===== config.mk =====
export PLATFORM = sky130hd
export DESIGN_NAME = gh_uart_reg_ctrl
export DESIGN_NICKNAME = d
export VERILOG_FILES = /design/src/rtl/gh_uart_reg_ctrl.sv
export SDC_FILE = /design/constraint.sdc
export NUM_CORES = 1
export LEC_CHECK = 0
export ABC_CLOCK_PERIOD_IN_PS = 2700
export CAP_MARGIN = 10
export CORE_MARGIN = 10
export CORE_UTILIZATION = 35
export DETAILED_ROUTE_END_ITERATION = 10
export PLACE_DENSITY = 0.79
export SETUP_SLACK_MARGIN = 0.3
export SYNTH_ARGS = -nofsm -noshare
export SYNTH_HDL_FRONTEND = slang
export SYNTH_SLANG_ARGS = --single-unit
export TNS_END_PERCENT = 50

===== constraint.sdc =====
create_clock -name clk -period 2.7 [get_ports clk]
set_input_delay 0.27 -clock clk [delete_from_list [all_inputs] [get_ports clk]]
set_output_delay 0.27 -clock clk [all_outputs]
set_load 0.05 [all_outputs]

===== src/rtl/gh_uart_reg_ctrl.sv =====
// UART register-file bus controller: captures one host access per cs assertion,
// decodes it against DLAB and issues register clock enables, readback and ack.
module gh_uart_reg_ctrl #(
   parameter int SIZE = 8
) (
   input  logic            clk,
   input  logic            rst,
   input  logic            cs,
   input  logic            we,
   input  logic [2:0]      addr,
   input  logic [SIZE-1:0] wdata,
   input  logic [SIZE-1:0] ier_q,
   input  logic [SIZE-1:0] lcr_q,
   input  logic [SIZE-1:0] dll_q,
   input  logic [SIZE-1:0] dlm_q,
   input  logic [SIZE-1:0] scr_q,
   output logic [SIZE-1:0] reg_d,
   output logic            ier_ce,
   output logic            lcr_ce,
   output logic            dll_ce,
   output logic            dlm_ce,
   output logic            scr_ce,
   output logic [SIZE-1:0] rdata,
   output logic            ack,
   output logic            brg_load
);

   // state  | meaning
   // IDLE   | waiting for cs; captures addr/we/wdata when cs=1
   // ACCESS | decode captured address, pulse CE on write, latch rdata on read
   // ACK    | one-cycle ack (and brg_load after a divisor write)
   // HOLD   | wait for cs to drop so one assertion gives one access
   typedef enum logic [1:0] {
      S_IDLE   = 2'd0,
      S_ACCESS = 2'd1,
      S_ACK    = 2'd2,
      S_HOLD   = 2'd3
   } state_t;

   state_t          r_state;
   state_t          w_next;
   logic [2:0]      r_addr;
   logic            r_we;
   logic [SIZE-1:0] r_wdata;
   logic [SIZE-1:0] r_rdata;
   logic            r_brg;
   logic [4:0]      w_sel;   // one-hot {scr, dlm, dll, lcr, ier}
   logic [SIZE-1:0] w_rd_mux;
   logic            w_dlab;

   assign w_dlab = lcr_q[7];

   always_ff @(posedge clk) begin
      if (rst) begin
         r_state <= S_IDLE;
      end else begin
         r_state <= w_next;
      end
   end

   always_comb begin
      w_next = r_state;
      case (r_state)
         S_IDLE:   if (cs) w_next = S_ACCESS;
         S_ACCESS: w_next = S_ACK;
         S_ACK:    w_next = S_HOLD;
         S_HOLD:   if (!cs) w_next = S_IDLE;
         default:  w_next = S_IDLE;
      endcase
   end

   // Outputs are gated by rst so an access cut short by reset writes nothing.
   always_comb begin
      ier_ce   = 1'b0;
      lcr_ce   = 1'b0;
      dll_ce   = 1'b0;
      dlm_ce   = 1'b0;
      scr_ce   = 1'b0;
      ack      = 1'b0;
      brg_load = 1'b0;
      case (r_state)
         S_ACCESS: begin
            if (r_we && !rst) begin
               {scr_ce, dlm_ce, dll_ce, lcr_ce, ier_ce} = w_sel;
            end
         end
         S_ACK: begin
            ack      = !rst;
            brg_load = r_brg && !rst;
         end
         default: ;
      endcase
   end

   always_comb begin
      w_sel = 5'b00000;
      case (r_addr)
         3'd0:    if (w_dlab) w_sel = 5'b00100;
         3'd1:    w_sel = w_dlab ? 5'b01000 : 5'b00001;
         3'd3:    w_sel = 5'b00010;
         3'd7:    w_sel = 5'b10000;
         default: w_sel = 5'b00000;
      endcase
   end

   always_comb begin
      w_rd_mux = '0;
      case (w_sel)
         5'b00001: w_rd_mux = ier_q;
         5'b00010: w_rd_mux = lcr_q;
         5'b00100: w_rd_mux = dll_q;
         5'b01000: w_rd_mux = dlm_q;
         5'b10000: w_rd_mux = scr_q;
         default:  w_rd_mux = '0;
      endcase
   end

   always_ff @(posedge clk) begin
      if (rst) begin
         r_addr  <= 3'd0;
         r_we    <= 1'b0;
         r_wdata <= '0;
         r_rdata <= '0;
         r_brg   <= 1'b0;
      end else begin
         if (r_state == S_IDLE && cs) begin
            r_addr  <= addr;
            r_we    <= we;
            r_wdata <= wdata;
         end
         if (r_state == S_ACCESS) begin
            if (!r_we) r_rdata <= w_rd_mux;
            r_brg <= r_we && (w_sel[2] || w_sel[3]);
         end
      end
   end

   assign reg_d = r_wdata;
   assign rdata = r_rdata;

endmodule


==> impl_metrics.env, run 1 <==
export IMPL_start_util_pct=36.5
export IMPL_antenna_found_initial=0
export IMPL_clock_sinks=23
export IMPL_place_hpwl_um=3700
export IMPL_num_rows=23
export IMPL_final_hold_viol_count=0
export IMPL_ir_drop_v=0.000299
export IMPL_synth_area_mm2=0.00148
export IMPL_synth_xor_area_share_pct=0
export IMPL_synth_avg_cell_area_um2=8.57
export IMPL_synth_compound_area_share_pct=19.1
export IMPL_drt_wl_total_um=4720
export IMPL_path_cells="inv_4 -> nor4_1 -> buf_12"
export IMPL_grt_pass1_wl_um=7620
export IMPL_hold_path_startpoint="reg_d[3]"
export IMPL_layout_min_cycle_time_ns=2.24
export IMPL_syn_inst=173
export IMPL_ys_seq_elements=23
export IMPL_drc=0
export IMPL_critPathLaunchType="flop"
export IMPL_synth_mux_area_share_pct=8.19
export IMPL_synth_top_family_by_area="simple AND/OR/NAND/NOR gates"
export IMPL_syn_nets=233
export IMPL_fp_dieH_um=85.1
export IMPL_drtIter0Drc=128
export IMPL_via_count=1525
export IMPL_io_buffers=77
export IMPL_reg2reg_depth=3
export IMPL_final_layout_size_suffix_gt1_share_pct=13.3
export IMPL_critPathKind="flop to output port"
export IMPL_worst_path_buf_inv=2
export IMPL_grt_max_degree=26
export IMPL_finalPower_mw=1.33
export IMPL_reg2reg_slack_ns=0.84
export IMPL_cap_viol_max_count=0
export IMPL_tightest_slew_ns=0.915
export IMPL_grt_pass1_vias=1483
export IMPL_first_pass_iters=4
export IMPL_synthTopCellsByArea="dfxtp_1, nand2_1, a221oi_1"
export IMPL_r2r_end="rdata[0]"
export IMPL_synth_top_cell_by_area="dfxtp_1"
export IMPL_timing_final_crit_share_pct=83.1
export IMPL_cts_resized=0
export IMPL_synth_fa_ha_area_share_pct=4.22
export IMPL_p_leak_nw=0.824
export IMPL_post_dp_cell_area_mm2=0.00228
export IMPL_die_w_um=85.1
export IMPL_synth_top_cell_area_share_pct=31.1
export IMPL_clkLatencyLatePin_ns=0.26
export IMPL_post_cts_buffers=0
export IMPL_reg2reg_from="r_addr[0]"
export IMPL_grtUsageTotal_pct=12.5
export IMPL_dieArea_mm2=0.00724
export IMPL_arrival_ns=1.97
export IMPL_cts_htree_levels=1
export IMPL_yosys_area_share_simple_pct=27.5
export IMPL_gp_congestion=0.798
export IMPL_clock_fmax_mhz=446
export IMPL_ys_warn_count=0
export IMPL_synth_seq_area_share_pct=31.1
export IMPL_ioPinCount=78
export IMPL_use_met2_pct=21.7
export IMPL_crit_path_max_fanout=24
export IMPL_finalSetupViolCount=0
export IMPL_cp_end_kind="output port"
export IMPL_num_nets_final=302
export IMPL_min_path_type="flop to flop"
export IMPL_rsz0062_at_grt="false"
export IMPL_required_ns=2.43
export IMPL_cpPeakStageDelay_ns=0.93
export IMPL_power_density_mw_per_mm2=572
export IMPL_grt_overflow_total=0
export IMPL_final_area_mm2=0.00232
export IMPL_holdPathEnd="reg_d[3]"
export IMPL_core_mm2=0.00406
export IMPL_grt_busiest_layer="met2"
export IMPL_synth_cell_types=38
export IMPL_numCtsBuffers=3
export IMPL_path_clk_slew_ns=0.08
export IMPL_crit_family="flip-flops"
export IMPL_finClkSkew_ns=0.00327
export IMPL_slew_headroom_pct=38.9
export IMPL_cts_tree="yes"
export IMPL_synthToLayoutAreaGrowth_pct=56.8
export IMPL_diodes=0
export IMPL_wl_per_cell_um=16.2
export IMPL_setup_tns_final_ns=0
export IMPL_status="finished, final reports clean"
export IMPL_clockBufferDepth=2
export IMPL_ant_nets=0
export IMPL_grtUsageMet3_pct=3.92
export IMPL_grtUsageMet1_pct=14.3
export IMPL_crit_slowest_cell="dfxtp_1"
export IMPL_viasPerCell=5.24
export IMPL_hold_depth=2
export IMPL_whs_ns=0.458
export IMPL_clock_root_buffer="clkbuf_8"
export IMPL_cts_hold_buf=0
export IMPL_slew_violations=0
[worst reg2reg max path, delay by kind of cell (launching register included)]
family / cells / cell delay [ns]
buffers and inverters: 1 / 0.07
AO/OA/AOI/OAI: 2 / 0.77
flip-flops: 1 / 0.93
[cells in the final DEF (no fill, tap or decap), types with 4 or more instances in the layout]
cell type and count:
clkdlybuf4s50_1 70, nand2_1 35, dfxtp_1 23, a21oi_1 14, a221oi_1 13, mux2_2 9, buf_12 7, nor2_1 6
o21ai_0 6, ha_1 5, and2_1 4, nor4b_1 4, and4b_2 4
[metal layers]
layer	routed length, µm	part of all wire, %
met3	359	7.6
met4	57	1.2
met2	2410	51
met5	0	0
met1	1900	40
[kinds of logic after synthesis]
| logic type | Yosys count |
|---|---|
| AOI/OAI and AO/OA | 40 |
| muxes | 11 |
| buffers and inverters | 20 |
| adders and majority gates | 5 |
| and+or+nand+nor | 74 |
| DFF | 23 |
[report_power, final]
| group | internal, mW | switching [mW] | total (mW) | leakage [nW] |
|---|---|---|---|---|
| clock | 0.103 | 0.112 | 0.215 | 0.0255 |
| combinational | 0.280 | 0.361 | 0.641 | 0.611 |
| sequential | 0.393 | 0.0808 | 0.474 | 0.188 |
[synthesized netlist by cell type, drive strengths merged]
cell          instances
a221o                 2
dlymetal6s2s          1
inv                   4
nor2                  6
mux2                  9
o21ai                 6
a221oi               14
buf                  11
nor2b                 1
and2                  4
and3                  4
nand2                35
nand3b                1
and2b                 1
nand2b                3
mux2i                 2
clkbuf                4
a22oi                 1
nor4                  3
a21oi                14
or3b                  1
a211oi                1
dfxtp                23
nor3b                 3
nor4b                 4
and4                  2
and4b                 4
ha                    5
a32oi                 2
nand3                 2
[stage by stage]
stage               instances  util (%)  worst slack (ns)
finish                    291      57.3             0.456
global route              291      57.3             0.319
CTS                       291      57.3             0.461
detailed placement        287      56.2             0.582
global placement          287      56.2             0.601
floorplan                 173         -             0.166
[state kept, by name (all words and copies together) (netlist names)]
register,flops
r_brg,1
r_state,2
rdata,8
reg_d,8
r_addr,3
r_we,1
[worst max path at each step]
stage	slack [ns]	endpoint	from	cells past startpoint
3_5_place_dp	0.58	rdata[4]	lcr_q[7]	4
5_1_grt	0.32	lcr_ce	r_addr[0]	3
4_1_cts	0.46	lcr_ce	r_addr[0]	3
6_report	0.46	lcr_ce	r_addr[0]	3
3_3_place_gp	0.60	rdata[5]	lcr_q[7]	4
2_1_floorplan	0.17	dll_ce	r_state[1]	4
[final cells by class]
cell class                      instances  area [µm²]
Multi-Input combinational cell        130         875
Fill cell                             396        1730
Timing Repair Buffer                   80         863
Sequential cell                        23         460
Tap cell                               50        62.6
Inverter                                4        17.5
Clock inverter                          1        5.00
Clock buffer                            3        41.3
Power figures use the tool's default switching activity.
==> inputs of run 2 (changes only) <==
Settings changed: ABC_CLOCK_PERIOD_IN_PS 2700 to 2100.
Clock period 2.7 ns to 2.1 ns, I/O delays scaled along.
==> run 2 against run 1 <==
Effect of this change:
- sequential share of layout area fell by 0.78 points
- clock-buffer cell count did not move
- setup slack got worse by 0.11 ns
- critical path type unchanged
- highest routed layer unchanged
==> impl_metrics.env, run 2 (synthesized netlist as in run 1, its figures left out) <==
export IMPL_cts_htree_levels=1
export IMPL_cp_end_kind="output port"
export IMPL_gp_congestion=0.801
export IMPL_tightest_slew_ns=0.523
export IMPL_path_clk_slew_ns=0.09
export IMPL_status="finished, final reports clean"
export IMPL_num_rows=23
export IMPL_clock_root_buffer="clkbuf_8"
export IMPL_num_nets_final=309
export IMPL_whs_ns=0.457
export IMPL_dieArea_mm2=0.00724
export IMPL_maxUsedRoutingLayer="met4"
export IMPL_synthToLayoutAreaGrowth_pct=65.4
export IMPL_clkLatencyLatePin_ns=0.27
export IMPL_viasPerCell=5.39
export IMPL_critPathLaunchType="flop"
export IMPL_path_cells="inv_4 -> ha_4 -> nand3b_1 -> buf_6 -> nor4_4 -> buf_12"
export IMPL_post_dp_cell_area_mm2=0.00234
export IMPL_crit_path_max_fanout=5
export IMPL_slew_violations=0
export IMPL_via_count=1606
export IMPL_crit_slowest_cell="dfxtp_4"
export IMPL_final_hold_viol_count=0
export IMPL_core_mm2=0.00406
export IMPL_die_w_um=85.1
export IMPL_clock_sinks=23
export IMPL_reg2reg_from="r_state[1]"
export IMPL_grt_pass1_wl_um=8300
export IMPL_final_area_mm2=0.00245
export IMPL_reg2reg_slack_ns=0.45
export IMPL_ioPinCount=78
export IMPL_final_common_cell="clkdlybuf4s50_1"
export IMPL_clockBufferDepth=2
export IMPL_layout_common_cells="clkdlybuf4s50_1, nand2_1, dfxtp_1, a21oi_1, a221oi_1"
export IMPL_reg2reg_depth=5
export IMPL_start_util_pct=36.5
export IMPL_min_path_type="flop to flop"
export IMPL_dr_wl_met2_um=2300
export IMPL_hold_depth=2
export IMPL_clock_fmax_mhz=571
export IMPL_cpPeakStageDelay_ns=0.37
export IMPL_first_pass_iters=4
export IMPL_io_buffers=77
export IMPL_power_density_mw_per_mm2=746
export IMPL_wl_met3_um=480
export IMPL_p_leak_nw=0.864
export IMPL_timing_final_crit_share_pct=83.5
export IMPL_drtIter0Drc=82
export IMPL_numCtsBuffers=3
export IMPL_finalSetupViolCount=0
export IMPL_slew_headroom_pct=65.0
export IMPL_cap_viol_max_count=0
export IMPL_ant_nets=0
export IMPL_diodes=0
export IMPL_hold_path_startpoint="reg_d[6]"
export IMPL_arrival_ns=1.54
export IMPL_setup_tns_final_ns=0
export IMPL_drt_wl_total_um=5000
export IMPL_cts_tree="yes"
export IMPL_critPathKind="flop to output port"
export IMPL_r2r_end="rdata[3]"
export IMPL_grt_pass1_vias=1666
export IMPL_ir_drop_v=0.000586
export IMPL_layout_min_cycle_time_ns=1.75
export IMPL_rsz0062_at_grt="true"
export IMPL_holdPathEnd="reg_d[6]"
export IMPL_finClkSkew_ns=0.00597
export IMPL_grt_overflow_total=0
export IMPL_final_layout_size_suffix_gt1_share_pct=19.4
export IMPL_antenna_found_initial=0
export IMPL_grtUsageTotal_pct=13.4
export IMPL_fp_dieH_um=85.1
export IMPL_wl_per_cell_um=16.8
export IMPL_place_hpwl_um=3810
export IMPL_required_ns=1.89
export IMPL_drc=0
export IMPL_grt_max_degree=25
export IMPL_met1Wirelength_um=2170
export IMPL_critical_path_startpoint="r_state[1]"
[run 2: cell types whose count changed in the layout (fill, tap and decap cells not counted), sizes merged]
cell | previous run | this run
clkinv | 1 | 0
clkinvlp | 0 | 1
buf | 10 | 17
[run 2: what timing repair did]
action / 4_1_cts / 5_1_grt
pin swaps: 3 / 1
buffers inserted: 1 / 0
gates resized for setup: 7 / 5
setup endpoints to repair: 5 / 9
hold buffers: 0 / 0
gates cloned: 0 / 0
[run 2: area by class of cell]
class / instances / area [µm²]
Clock inverter: 1 / 7.51
Multi-Input combinational cell: 130 / 935
Clock buffer: 3 / 41.3
Timing Repair Buffer: 87 / 920
Inverter: 4 / 20.0
Tap cell: 50 / 62.6
Fill cell: 340 / 1610
Sequential cell: 23 / 467
[run 2: routing by layer]
layer | GRT usage, % | up-vias
met5 | 0 | -
met4 | 2.69 | 0
met3 | 5.54 | 7
met2 | 21.8 | 61
met1 | 16.2 | 755
li1 | - | 783
[run 2: where the power goes]
part           internal [mW]  switching, mW
Combinational          0.403          0.533
Clock                  0.135          0.156
Sequential             0.515         0.0876
Total                   1.05          0.777
[run 2: worst max-delay path by stage]
| stage | slack (ns) | to |
|---|---|---|
| after floorplan | 0.16 | dll_ce |
| after global placement | 0.35 | dlm_ce |
| after detailed placement | 0.33 | rdata[0] |
| after CTS | 0.24 | ier_ce |
| after global routing | 0.27 | dlm_ce |
| final | 0.35 | dlm_ce |
[run 2: per-stage QoR]
step | utilization, % | worst slack [ns] | total power, mW | instances
global route | 60.4 | 0.267 | 1.97 | 298
detailed placement | 57.8 | 0.329 | 1.49 | 293
finish | 60.4 | 0.347 | 1.83 | 298
CTS | 60.0 | 0.238 | 1.82 | 298
floorplan | - | 0.156 | 1.21 | 173
global placement | 57.8 | 0.354 | 1.47 | 293
[run 2: critical path, delay by kind of cell (launching register included)]
kind | cells | cell delay (ns)
fa+ha+maj | 1 | 0.14
buf+inv | 3 | 0.41
flops | 1 | 0.37
simple gates | 2 | 0.35
==> inputs of run 3 (changes only) <==
Settings changed: ABC_CLOCK_PERIOD_IN_PS 2100 to 1500, PLACE_DENSITY 0.79 to 0.81.
Clock period 2.1 ns to 1.5 ns, I/O delays scaled along.
==> run 3 against run 2 <==
Effect of this change:
- the flow now finishes with violations (negative setup slack)
- clock-buffer cell count stayed put
- final area grew 12%
- wire length up 7.3%
- critical path type unchanged
- critical endpoint is now dll_ce
- largest cell class is now non-clock buffers
==> impl_metrics.env, run 3 (synthesized netlist as in run 1, its figures left out) <==
export IMPL_grt_max_degree=25
export IMPL_clock_root_buffer="clkbuf_8"
export IMPL_layout_common_cells="clkdlybuf4s50_1, nand2_1, buf_4, dfxtp_1"
export IMPL_num_nets_final=327
export IMPL_antenna_found_initial=0
export IMPL_status="complete, but fails checks"
export IMPL_cts_htree_levels=1
export IMPL_start_util_pct=36.5
export IMPL_first_pass_iters=4
export IMPL_grt_pass1_wl_um=8510
export IMPL_fin_ws_ns=-0.154
export IMPL_cts_hold_buf=0
export IMPL_path_clk_slew_ns=0.09
export IMPL_crit_path_max_fanout=3
export IMPL_wl_per_cell_um=17.0
export IMPL_diodes=0
export IMPL_clock_sinks=23
export IMPL_min_path_type="input port to flop"
export IMPL_final_cell_count_no_fill=316
export IMPL_ant_nets=0
export IMPL_cpPeakStageDelay_ns=0.33
export IMPL_ioPinCount=78
export IMPL_cp_end_kind="output port"
export IMPL_io_buffers=77
export IMPL_core_mm2=0.00406
export IMPL_ir_drop_v=0.000979
export IMPL_layout_min_cycle_time_ns=1.65
export IMPL_drc=0
export IMPL_grt_pass1_vias=1715
export IMPL_slew_headroom_pct=78.6
export IMPL_grtUsageTotal_pct=13.9
export IMPL_met1Wirelength_um=2100
export IMPL_critPathKind="flop to output port"
export IMPL_drtIter0Drc=108
export IMPL_place_inst=303
export IMPL_setup_tns_final_ns=-1.10
export IMPL_cts_tree="yes"
export IMPL_arrival_ns=1.50
export IMPL_drt_wl_total_um=5360
export IMPL_synthToLayoutAreaGrowth_pct=85.4
export IMPL_power_density_mw_per_mm2=1110
export IMPL_final_hold_viol_count=0
export IMPL_grt_overflow_total=0
export IMPL_path_cells="inv_2 -> ha_4 -> nand3b_1 -> buf_6 -> nor4_4 -> buf_12"
export IMPL_final_common_cell="clkdlybuf4s50_1"
export IMPL_slew_violations=0
export IMPL_critPathLaunchType="flop"
export IMPL_cap_viol_max_count=0
export IMPL_clkLatencyLatePin_ns=0.28
export IMPL_clock_fmax_mhz=605
export IMPL_viasPerCell=5.26
export IMPL_p_leak_nw=1.01
export IMPL_required_ns=1.35
export IMPL_numCtsBuffers=3
export IMPL_crit_family="buffers and inverters"
export IMPL_tightest_slew_ns=0.320
export IMPL_final_layout_size_suffix_gt1_share_pct=39.1
export IMPL_worst_path_buf_inv=3
export IMPL_rsz0062_at_grt="true"
export IMPL_place_hpwl_um=3980
export IMPL_die_w_um=85.1
export IMPL_fp_dieH_um=85.1
export IMPL_wl_met3_um=738
export IMPL_dr_wl_met2_um=2430
export IMPL_finalSetupViolCount=14
export IMPL_num_rows=23
export IMPL_final_util_pct=67.7
export IMPL_dieArea_mm2=0.00724
export IMPL_via_count=1661
export IMPL_finalPower_mw=3.04
export IMPL_gp_congestion=0.752
export IMPL_violations="negative setup slack"
export IMPL_maxUsedRoutingLayer="met4"
export IMPL_timing_final_crit_share_pct=110
export IMPL_finClkSkew_ns=0.00297
export IMPL_clockBufferDepth=2
export IMPL_crit_slowest_cell="dfxtp_2"
export IMPL_dp_slack_ns=-0.0933
[run 3: cell count changes in the layout (fill, tap and decap cells not counted), sizes merged]
cell           before  now
buf                17   51
clkdlybuf4s50      70   54
[run 3: per-stage QoR]
stage / cell area [µm²] / hold WS (ns)
after floorplan: 1600 / 0.216
final: 2750 / 0.411
after global routing: 2750 / 0.423
after global placement: 2510 / 0.442
after CTS: 2690 / 0.406
after detailed placement: 2510 / 0.447
[run 3: where the power goes]
| part | total (mW) | switching (mW) | internal (mW) |
|---|---|---|---|
| clock network | 0.419 | 0.230 | 0.189 |
| registers | 0.796 | 0.0732 | 0.723 |
| logic | 1.83 | 0.967 | 0.860 |
[run 3: area by class of cell]
class / count / area [µm²]
fillers: 322 / 1310
repair buffers: 105 / 1070
multi-input cells: 130 / 1070
well taps: 50 / 62.6
flip-flops and latches: 23 / 472
clock buffers: 3 / 41.3
clock inverters: 1 / 7.51
inverters: 4 / 20.0
[run 3: worst paths after layout]
kind / from / end / slack, ns / depth (start not counted)
worst min register to register: reg_d[6] / reg_d[6] / 0.46 / 2
worst min-delay path: addr[1] / r_addr[1] / 0.41 / 3
worst max register to register: r_state[1] / rdata[5] / -0.08 / 7
worst max-delay path: r_state[1] / dll_ce / -0.15 / 6
[run 3: what timing repair did]
item                                    in CTS  in global routing
pin swaps                                    4                  6
gates cloned                                 0                  0
endpoints found under the setup margin      29                 30
resized for setup                           19                  9
setup buffers                                7                  2
[run 3: metal layers]
| metal | vias up | GRT usage (%) |
|---|---|---|
| li1 | 819 | - |
| met1 | 747 | 15.2 |
| met2 | 83 | 22.5 |
| met3 | 12 | 8.03 |
| met4 | 0 | 3.74 |
| met5 | - | 0 |
[run 3: worst reg2reg max path, delay by kind of cell, from the launching register on]
kind                     cells  cell delay [ns]
buffers and inverters        3             0.27
AND/OR/NAND/NOR              1             0.06
AO/OA/AOI/OAI                2             0.73
flip-flops                   1             0.33
adder cells (fa/ha/maj)      1             0.13
